$ cat src/rtl/display_scanout.sv
`default_nettype none
// ============================================================================
// Module      : display_scanout
// Description : Raster timing generator and framebuffer scan-out engine.
//               A pixel-rate tick derived from clk walks an (h, v) raster
//               of sync / back porch / active / front porch regions. The
//               framebuffer read for each active pixel is issued one pixel
//               tick early, and the returned colour is registered on the
//               pixel's own tick. Missing data is replaced by the blank
//               colour and flagged as a sticky per-frame underflow.
// Ports       : clk, reset       - system clock, synchronous active-high reset
//               enable           - scan-out request, sampled at frame boundary
//               hsync, vsync     - sync outputs, polarity per SYNC_ACTIVE_HIGH
//               clock_out        - pixel clock to the panel
//               y, cr, cb, de    - registered pixel data and data enable
//               rd_addr, rd_en   - framebuffer read address and strobe
//               color, ready     - framebuffer return data {y,cr,cb}, valid
//               frame_start      - one-clk pulse at the start of each frame
//               underflow        - sticky, a pixel was missed this frame
// Revision    : 1.0 - initial release
// ============================================================================
module display_scanout #(
    parameter int H_ACTIVE         = 640,
    parameter int H_FRONT          = 96,
    parameter int H_SYNC           = 64,
    parameter int H_BACK           = 58,
    parameter int V_ACTIVE         = 400,
    parameter int V_FRONT          = 87,
    parameter int V_SYNC           = 6,
    parameter int V_BACK           = 32,
    parameter int CLK_DIV          = 2,
    parameter int SYNC_ACTIVE_HIGH = 0,
    parameter int Y_W              = 4,
    parameter int C_W              = 3,
    parameter int ADDR_W           = 18
) (
    input  logic                     clk,
    input  logic                     reset,
    input  logic                     enable,
    output logic                     hsync,
    output logic                     vsync,
    output logic                     clock_out,
    output logic [Y_W-1:0]           y,
    output logic [C_W-1:0]           cr,
    output logic [C_W-1:0]           cb,
    output logic                     de,
    output logic [ADDR_W-1:0]        rd_addr,
    output logic                     rd_en,
    input  logic [Y_W+2*C_W-1:0]     color,
    input  logic                     ready,
    output logic                     frame_start,
    output logic                     underflow
);

    localparam int H_TOTAL     = H_SYNC + H_BACK + H_ACTIVE + H_FRONT;
    localparam int V_TOTAL     = V_SYNC + V_BACK + V_ACTIVE + V_FRONT;
    localparam int HW          = $clog2(H_TOTAL);
    localparam int VW          = $clog2(V_TOTAL);
    localparam int DW          = $clog2(CLK_DIV);
    localparam int H_ACT_START = H_SYNC + H_BACK;
    localparam int H_ACT_END   = H_ACT_START + H_ACTIVE;
    localparam int V_ACT_START = V_SYNC + V_BACK;
    localparam int V_ACT_END   = V_ACT_START + V_ACTIVE;

    localparam logic           SYNC_ON  = (SYNC_ACTIVE_HIGH != 0);
    localparam logic           SYNC_OFF = !SYNC_ON;
    localparam logic [C_W-1:0] BLANK_C  = C_W'(1) << (C_W - 1);

    typedef enum logic [0:0] {
        STOPPED = 1'b0,
        RUN     = 1'b1
    } state_t;

    state_t            state;
    logic [DW-1:0]     div;
    logic [HW-1:0]     h;
    logic [VW-1:0]     v;
    logic [ADDR_W-1:0] next_addr;   // address of the next active pixel to fetch

    logic          tick;
    logic          h_last;
    logic          v_last;
    logic          frame_end;
    logic [HW-1:0] h_nxt;
    logic [VW-1:0] v_nxt;
    logic          pix_active;
    logic          fetch_next;
    logic          run_nxt;
    logic [DW-1:0] div_nxt;
    logic          clock_nxt;

    function automatic logic is_active(input int hh, input int vv);
        return (hh >= H_ACT_START) && (hh < H_ACT_END) &&
               (vv >= V_ACT_START) && (vv < V_ACT_END);
    endfunction

    always_comb begin
        tick       = (state == RUN) && (div == DW'(CLK_DIV - 1));
        h_last     = (int'(h) == H_TOTAL - 1);
        v_last     = (int'(v) == V_TOTAL - 1);
        frame_end  = h_last && v_last;
        h_nxt      = h_last ? '0 : h + HW'(1);
        v_nxt      = v;
        if (h_last) begin
            v_nxt = v_last ? '0 : v + VW'(1);
        end
        pix_active = is_active(int'(h), int'(v));
        // The read for a pixel is issued on the tick of the pixel before it.
        fetch_next = is_active(int'(h_nxt), int'(v_nxt));

        // State and divider as they will be after this clk, so that the
        // registered clock_out tracks the divider phase without lag.
        run_nxt = 1'b0;
        div_nxt = '0;
        if (state == RUN) begin
            run_nxt = !(tick && frame_end && !enable);
            div_nxt = tick ? '0 : div + DW'(1);
        end else begin
            run_nxt = enable;
        end
        clock_nxt = run_nxt && (int'(div_nxt) >= CLK_DIV / 2);
    end

    always_ff @(posedge clk) begin
        if (reset) begin
            state       <= STOPPED;
            div         <= '0;
            h           <= '0;
            v           <= '0;
            next_addr   <= '0;
            rd_addr     <= '0;
            rd_en       <= 1'b0;
            de          <= 1'b0;
            frame_start <= 1'b0;
            underflow   <= 1'b0;
            y           <= '0;
            cr          <= BLANK_C;
            cb          <= BLANK_C;
            hsync       <= SYNC_OFF;
            vsync       <= SYNC_OFF;
            clock_out   <= 1'b0;
        end else begin
            rd_en       <= 1'b0;
            frame_start <= 1'b0;
            div         <= div_nxt;
            clock_out   <= clock_nxt;
            case (state)
                STOPPED: begin
                    if (enable) begin
                        state       <= RUN;
                        frame_start <= 1'b1;
                        underflow   <= 1'b0;
                        next_addr   <= '0;
                    end
                end
                RUN: begin
                    if (tick) begin
                        h     <= h_nxt;
                        v     <= v_nxt;
                        hsync <= (int'(h) < H_SYNC) ? SYNC_ON : SYNC_OFF;
                        vsync <= (int'(v) < V_SYNC) ? SYNC_ON : SYNC_OFF;
                        de    <= pix_active;
                        if (pix_active && ready) begin
                            {y, cr, cb} <= color;
                        end else begin
                            y  <= '0;
                            cr <= BLANK_C;
                            cb <= BLANK_C;
                        end
                        if (pix_active && !ready) begin
                            underflow <= 1'b1;
                        end
                        if (fetch_next) begin
                            rd_en     <= 1'b1;
                            rd_addr   <= next_addr;
                            next_addr <= next_addr + ADDR_W'(1);
                        end
                        // The last raster position is never active, so the
                        // frame-boundary updates cannot collide with a fetch
                        // or an underflow set.
                        if (frame_end) begin
                            next_addr <= '0;
                            if (enable) begin
                                frame_start <= 1'b1;
                                underflow   <= 1'b0;
                            end else begin
                                state <= STOPPED;
                            end
                        end
                    end
                end
                default: state <= STOPPED;
            endcase
        end
    end

endmodule
`default_nettype wire
$ cat config.mk
export PLATFORM = sky130hd
export DESIGN_NAME = display_scanout
export DESIGN_NICKNAME = d
export VERILOG_FILES = /design/src/rtl/display_scanout.sv
export SDC_FILE = /design/constraint.sdc
export NUM_CORES = 1
export LEC_CHECK = 0
export CORE_MARGIN = 2
export CORE_UTILIZATION = 56
export DETAILED_ROUTE_END_ITERATION = 12
export PLACE_DENSITY = 0.91
export SETUP_SLACK_MARGIN = 0.5
export SYNTH_ARGS = -nofsm -noshare
export SYNTH_HDL_FRONTEND = slang
export SYNTH_SLANG_ARGS = --single-unit
$ cat constraint.sdc
create_clock -name clk -period 3.55 [get_ports clk]
set_input_delay 0.355 -clock clk [delete_from_list [all_inputs] [get_ports clk]]
set_output_delay 0.355 -clock clk [all_outputs]
set_load 0.1 [all_outputs]
==> impl_metrics.tcl, run 1 <==
set metrics [dict create \
    status "finished, final reports clean" \
    cp_max_fo 10 \
    worstPathCellList "nand3_1 > or3_1 > or2_4 > xnor2_1 > a21o_1 > or4_4 > buf_12 > or4_1 > a21oi_1" \
    synthFlopType "dfxtp_1" \
    skew_ns 0.0116 \
    htreeDepth 3 \
    ys_ff_latch 74 \
    p_leak_uw 0.00167 \
    layout-drive-gt1-share_pct 13.4 \
    cts_tree "yes" \
    pwr-share-clk_pct 44.1 \
    rsz0062_at_grt "true" \
    first_pass_iters 7 \
    fmax_mhz 323 \
    final-hold-violation-count 0 \
    cts_max_path_buffers 2 \
    p_sw_uw 411 \
    seqPwrFrac_pct 50.2 \
    clock-sinks 74 \
    cp-end-kind "flip-flop" \
    rrSetupSlack_ns 0.45 \
    final-seq-area_sq_mm 0.00149 \
    cts_made_buffers 9 \
    relSlewSlack_pct 33.8 \
    synth_nets 538 \
    swShare_pct 24.6 \
    die_y_microns 88.1 \
    drv_slew 0 \
    syn_to_final_growth_pct 25.9 \
    grt_pass1_wl_microns 18100 \
    multiInputGateArea_sq_mm 0.00233 \
    synthCells 517 \
    rows 30 \
    fillers 494 \
    diodes 0 \
    start_util_pct 58.0 \
    dieArea_sq_mm 0.00777 \
    setup_violations 0 \
    cpPeakStageDelay_ns 0.59 \
    post_drt_wl_per_cell_microns 17.0 \
    utilization_pct 73.1 \
    yosys_warnings 0 \
    required_ns 3.83 \
    grt_max_degree 62 \
    antenna_found_initial 0 \
    gp_congestion 0.957 \
    clock_tree.root_cell "clkbuf_8" \
    peakVddDrop_mv 0.371 \
    vias_per_cell 6.32 \
    antenna_left 0 \
    wl_microns 11300 \
    grt_pass1_vias 3821 \
    drv_cap 0 \
    netlist_area_sq_mm 0.00396 \
    synth_edf_count 0 \
    synthArstFlopShare_pct 0 \
    synth-seq-area-share_pct 37.4 \
    dp_hpwl_microns 6900 \
    critical-path-slowest-cell "or4_4" \
    hold_buffers 0 \
    worstMarginPinSlew_ns 0.990 \
    initialDrtViolationCount 377 \
    ioPinCount 49 \
    post_synth_num_cell_types 58 \
    pwr-share-comb_pct 5.7 \
    die_w_microns 88.1 \
    syn_avg_cell_area_sq_um 7.67 \
    cp.arrival_ns 3.38 \
    finalCritPeriodShare_pct 87.3 \
    insertion_delay_ns 0.36 \
    worstSetupPathType "reg -> reg" \
    clk_pin_slew_ns 0.08 \
    route.detailed.drc 0 \
    coreArea_sq_mm 0.00683 \
    grt_util_all_layers_pct 29.6 \
    finalNetCount 584 \
    port-buffer-count 48 \
    power_density_mw_per_mm2 335 \
    setup_tns_ns 0 \
    vias 4190 \
    cp-start-kind "flip-flop" \
    period_needed_ns 3.10 \
    p_int_uw 1260 \
    grt_overflow_total 0 \
    hp-class "reg -> reg" \
]
-- cell families after synthesis --
kind of cell	Yosys count	share of synthesized area, %
AOI/OAI and AO/OA	145	22.4
xor gates and xnor gates	9	1.99
adders and majority gates	7	2.21
buffers and inverters	59	6.28
DFF	74	37.4
muxes	4	1.01
and+or+nand+nor	219	28.7
-- area by class of cell --
class | count | share of cell area (%)
Sequential cell | 74 | 29.9
Tap cell | 96 | 2.41
Clock buffer | 9 | 2.48
Timing Repair Buffer | 76 | 15.3
Inverter | 18 | 1.40
Clock inverter | 6 | 1.83
Multi-Input combinational cell | 384 | 46.7
-- critical path, delay by kind of cell (launching register included) --
family | cells | cell delay [ns]
compound gates | 2 | 0.33
xor+xnor | 1 | 0.13
buf+inv | 1 | 0.17
flops | 1 | 0.56
simple gates | 5 | 1.83
-- final timing paths --
| kind | start | end | cells past startpoint |
|---|---|---|---|
| hold / removal | rd_addr[3]$_SDFFE_PP0P_ | rd_addr[3]$_SDFFE_PP0P_ | 2 |
| setup / recovery | v[6]$_SDFFE_PP0P_ | next_addr[7]$_SDFFE_PP0P_ | 9 |
| setup reg to reg | v[6]$_SDFFE_PP0P_ | next_addr[7]$_SDFFE_PP0P_ | 9 |
| hold reg to reg | rd_addr[3]$_SDFFE_PP0P_ | rd_addr[3]$_SDFFE_PP0P_ | 2 |
-- state kept, by name, indices dropped and copies added (netlist names) --
register     cells
hsync            1
vsync            1
h               10
underflow        1
y                4
clock_out        1
v               10
rd_en            1
cr               3
de               1
state            1
rd_addr         18
next_addr       18
frame_start      1
cb               3
-- cell usage after synthesis (3+ instances only) --
cell type  count  share of area [%]
a21o_1         3               0.57
o21ai_0       43                5.4
o31ai_1        6                1.1
buf_2         10                1.3
nand4_1       10                1.6
o311ai_0       4               0.88
and2_1         4               0.63
nor2b_1        4               0.63
clkbuf_1      28                2.7
or3_1          7                1.1
nand2_1       33                3.1
mux2i_1        4                1.0
or4_1         10                1.9
or2_2          3               0.47
a22oi_1        8                1.5
ha_1           7                2.2
nand3_1       43                5.4
dfxtp_1       74                 37
inv_1         18                1.7
a31oi_1        8                1.3
nor2_1        52                4.9
and3_1         7                1.1
o22ai_1        3               0.47
xnor2_1        7                1.5
a211oi_1       4               0.76
a21oi_1       45                5.7
nor3_1        27                3.4
-- power groups by stage --
stage | clock, uW | combinational, uW | sequential, uW
2_1_floorplan | 0 | 42.8 | 873
3_3_place_gp | 0 | 89.0 | 860
3_5_place_dp | 0 | 90.3 | 860
4_1_cts | 738 | 92.8 | 839
5_1_grt | 767 | 101 | 840
6_report | 736 | 95.1 | 839
-- cells in the final DEF (no fill, tap or decap), drive strengths merged, types with 4 or more instances in the layout --
cell type      count
dfxtp             74
ha                 7
a31oi              8
nand2             33
nor2b              4
nand4             10
o21ai             44
o311ai             4
inv               19
nor2              52
a22oi              8
a21oi             45
or2                4
mux2i              4
xnor2              7
o31ai              6
and2               6
a211oi             4
or3                7
buf               28
clkbuf             9
clkdlybuf4s50     47
nand3             43
and3               7
or4               10
nor3              27
-- per-layer routing --
layer / part of all wire (%) / track usage (%)
met1: 40 / 36.9
met2: 48 / 48.4
met3: 9.2 / 6.69
met4: 2.9 / 14.0
met5: 0 / 0
-- timing repair --
| item | in CTS | in global routing |
|---|---|---|
| gates resized for setup | 23 | 26 |
| pin swaps | 11 | 1 |
| endpoints found under the setup margin | 20 | 35 |
| cloned | 2 | 0 |
| setup buffers | 9 | 1 |
-- per-stage QoR --
stage / total power (uW) / cells / instance area (sq um) / hold slack (ns) / setup slack (ns)
floorplan: 915 / 517 / 3960 / 0.446 / 0.561
global placement: 949 / 636 / 4510 / 0.461 / 0.315
detailed placement: 950 / 636 / 4510 / 0.468 / 0.232
CTS: 1670 / 662 / 4940 / 0.462 / 0.500
global route: 1710 / 663 / 4990 / 0.500 / 0.308
finish: 1670 / 663 / 4990 / 0.479 / 0.449
No activity file was read; power rests on OpenSTA's default activity.
==> inputs of run 2 (changes only) <==
ABC_AREA = 1   (was not set)
==> run 2 against run 1 <==
Critical path depth is 7 higher. Sequential cell count stayed put. First-iteration DRC count is 0.53% lower. Final cell count is 17% higher. Clock power is 6.9% lower. Critical endpoint is now next_addr[9]$_SDFFE_PP0P_.
==> impl_metrics.tcl, run 2 <==
set metrics [dict create \
    path_common_cell "nand2_1" \
    gp_congestion 0.954 \
    syn_to_final_growth_pct 16.5 \
    grt_overflow_total 0 \
    hold_path_end "cr[0]$_SDFFE_PP0P_" \
    rrSetupSlack_ns 0.81 \
    fillers 627 \
    drv_slew 0 \
    timing.hold.ws_ns 0.468 \
    finalNonFillerCells 775 \
    ys_ff_latch 74 \
    cp-start-kind "flip-flop" \
    critical-path-slowest-cell "dfxtp_1" \
    port-buffer-count 48 \
    cp-end-kind "flip-flop" \
    layout_common_cells "nand2_1, nor2_1, dfxtp_1" \
    insertion_delay_ns 0.35 \
    cp.arrival_ns 2.99 \
    cts_tree "yes" \
    wl_microns 10100 \
    setup_violations 0 \
    synthArstFlopShare_pct 0 \
    clock-sinks 74 \
    synth.most_common_cell "nand2_1" \
    vias 4322 \
    min_from "cr[0]$_SDFFE_PP0P_" \
    power_density_mw_per_mm2 368 \
    ioPinCount 49 \
    drv_cap 0 \
    hp-class "reg -> reg" \
    vias_per_cell 5.58 \
    grt_pass1_vias 3827 \
    cts_max_path_buffers 2 \
    relSlewSlack_pct 26.9 \
    grt_util_all_layers_pct 24.6 \
    placed_cells 759 \
    multiInputGateArea_sq_mm 0.00229 \
    start_util_pct 57.7 \
    setup_tns_ns 0 \
    rows 31 \
    first_pass_iters 5 \
    finalCritPeriodShare_pct 77.2 \
    cp_max_fo 22 \
    required_ns 3.80 \
    p_leak_uw 0.00193 \
    antenna_left 0 \
    die_w_microns 90.5 \
    yosys_warnings 0 \
    finalNetCount 692 \
    worstPathCellList "inv_1 > ha_1 > nand3_2 > nor2_4 > nand2_4 > o21ai_0 > nor2_1 > nand2_1 > nand2_1 > nand2_1 > nor2_4 > nand4_2 > nand2_2 > nand2_1 > nand2_1 > nor2_1" \
    layout-drive-gt1-share_pct 8.43 \
    post_synth_num_cell_types 39 \
    utilization_pct 67.2 \
    synthFlopType "dfxtp_1" \
    netlist_area_sq_mm 0.00419 \
    clk_pin_slew_ns 0.09 \
    power_uw 1800 \
    grt_pass1_wl_microns 16800 \
    synthCells 635 \
    status "finished, final reports clean" \
    synth_edf_count 0 \
    dieArea_sq_mm 0.00818 \
    worstRegToRegCells 16 \
    holdPathStages 2 \
    coreArea_sq_mm 0.00725 \
    post_drt_wl_per_cell_microns 13.1 \
    final_common_cell "nand2_1" \
    worstMarginPinSlew_ns 1.10 \
    htreeDepth 3 \
    synth_largest_area_cell "dfxtp_1" \
    top_regs "next_addr: 18 flops, rd_addr: 18 flops" \
    netlist.area_leader.share_pct 35.4 \
    cts_made_buffers 9 \
    dp_hpwl_microns 7140 \
    clock_tree.root_cell "clkbuf_8" \
    fmax_mhz 365 \
    worstSetupPathType "reg -> reg" \
    grt_max_degree 42 \
    synth-seq-area-share_pct 35.4 \
    syn_avg_cell_area_sq_um 6.59 \
    rsz0062_at_grt "false" \
    final-hold-violation-count 0 \
    synth.area.top_cells "dfxtp_1, nand2_1, nor2_1" \
    synth_nets 656 \
    die_y_microns 90.5 \
    initialDrtViolationCount 375 \
    diodes 0 \
    antenna_found_initial 0 \
    r2r_start "h[1]$_SDFFE_PP0P_" \
    period_needed_ns 2.74 \
    final-seq-area_sq_mm 0.00148 \
    r2r_end "next_addr[9]$_SDFFE_PP0P_" \
    route.detailed.drc 0 \
    peakVddDrop_mv 0.313 \
    synth_common_cells "nand2_1, nor2_1, dfxtp_1" \
    cpPeakStageDelay_ns 0.44 \
    skew_ns 0.00987 \
]
run 2: logic make-up after synthesis:
family / count (synthesis) / share of synthesized area (%)
simple gates: 350 / 37.5
compound gates: 106 / 14.2
buf+inv: 95 / 10.1
flops: 74 / 35.4
fa+ha+maj: 7 / 2.09
xor+xnor: 3 / 0.628
run 2: layer usage:
metal	up-vias	wire length (microns)	global-route usage, %
met2	208	4500	39.9
met5	-	0	0
met4	0	197	9.62
li1	2155	-	-
met3	29	769	4.76
met1	1930	4670	32.3
run 2: layout make-up:
class	count	area share [%]
Inverter	69	5.49
Clock buffer	9	2.54
Multi-Input combinational cell	466	47.0
Tap cell	99	2.54
Clock inverter	7	1.72
Sequential cell	74	30.4
Timing Repair Buffer	51	10.3
run 2: how the worst max path moves through the flow:
stage                            endpoint  depth (start not counted)                  from  slack (ns)
5_1_grt        next_addr[11]$_SDFFE_PP0P_                         14     h[0]$_SDFFE_PP0P_        0.54
6_report        next_addr[9]$_SDFFE_PP0P_                         16     h[1]$_SDFFE_PP0P_        0.81
3_5_place_dp    next_addr[5]$_SDFFE_PP0P_                         13     h[1]$_SDFFE_PP0P_        0.65
4_1_cts         next_addr[5]$_SDFFE_PP0P_                         13     h[1]$_SDFFE_PP0P_        0.61
3_3_place_gp    next_addr[8]$_SDFFE_PP0P_                         13     h[1]$_SDFFE_PP0P_        0.86
2_1_floorplan   next_addr[7]$_SDFFE_PP0P_                          8  clock_out$_SDFF_PP0_        1.29
run 2: metrics by stage:
stage                     worst slack [ns]  cell area (sq um)
final                                0.810               4880
after global routing                 0.541               4880
after CTS                            0.610               4860
after detailed placement             0.651               4660
after global placement               0.862               4660
after floorplan                       1.29               4190
run 2: worst max-delay path: cells and delay by family (launching register included):
| family | cells | cell delay [ns] |
|---|---|---|
| flip-flops | 1 | 0.44 |
| AND/OR/NAND/NOR | 13 | 1.72 |
| buffers and inverters | 1 | 0.09 |
| AO/OA/AOI/OAI | 1 | 0.15 |
| adder cells (fa/ha/maj) | 1 | 0.22 |
run 2: timing repair:
action	4_1_cts	5_1_grt
resized for setup	0	2
hold buffers	0	0
buffers inserted	0	0
endpoints found under the setup margin	0	22
run 2: power by group:
group | internal (uW) | switching [uW] | leakage (uW)
combinational | 69.9 | 143 | 0.00124
clock | 336 | 348 | 0.0000959
sequential | 856 | 41.0 | 0.000600
total | 1260 | 533 | 0.00193
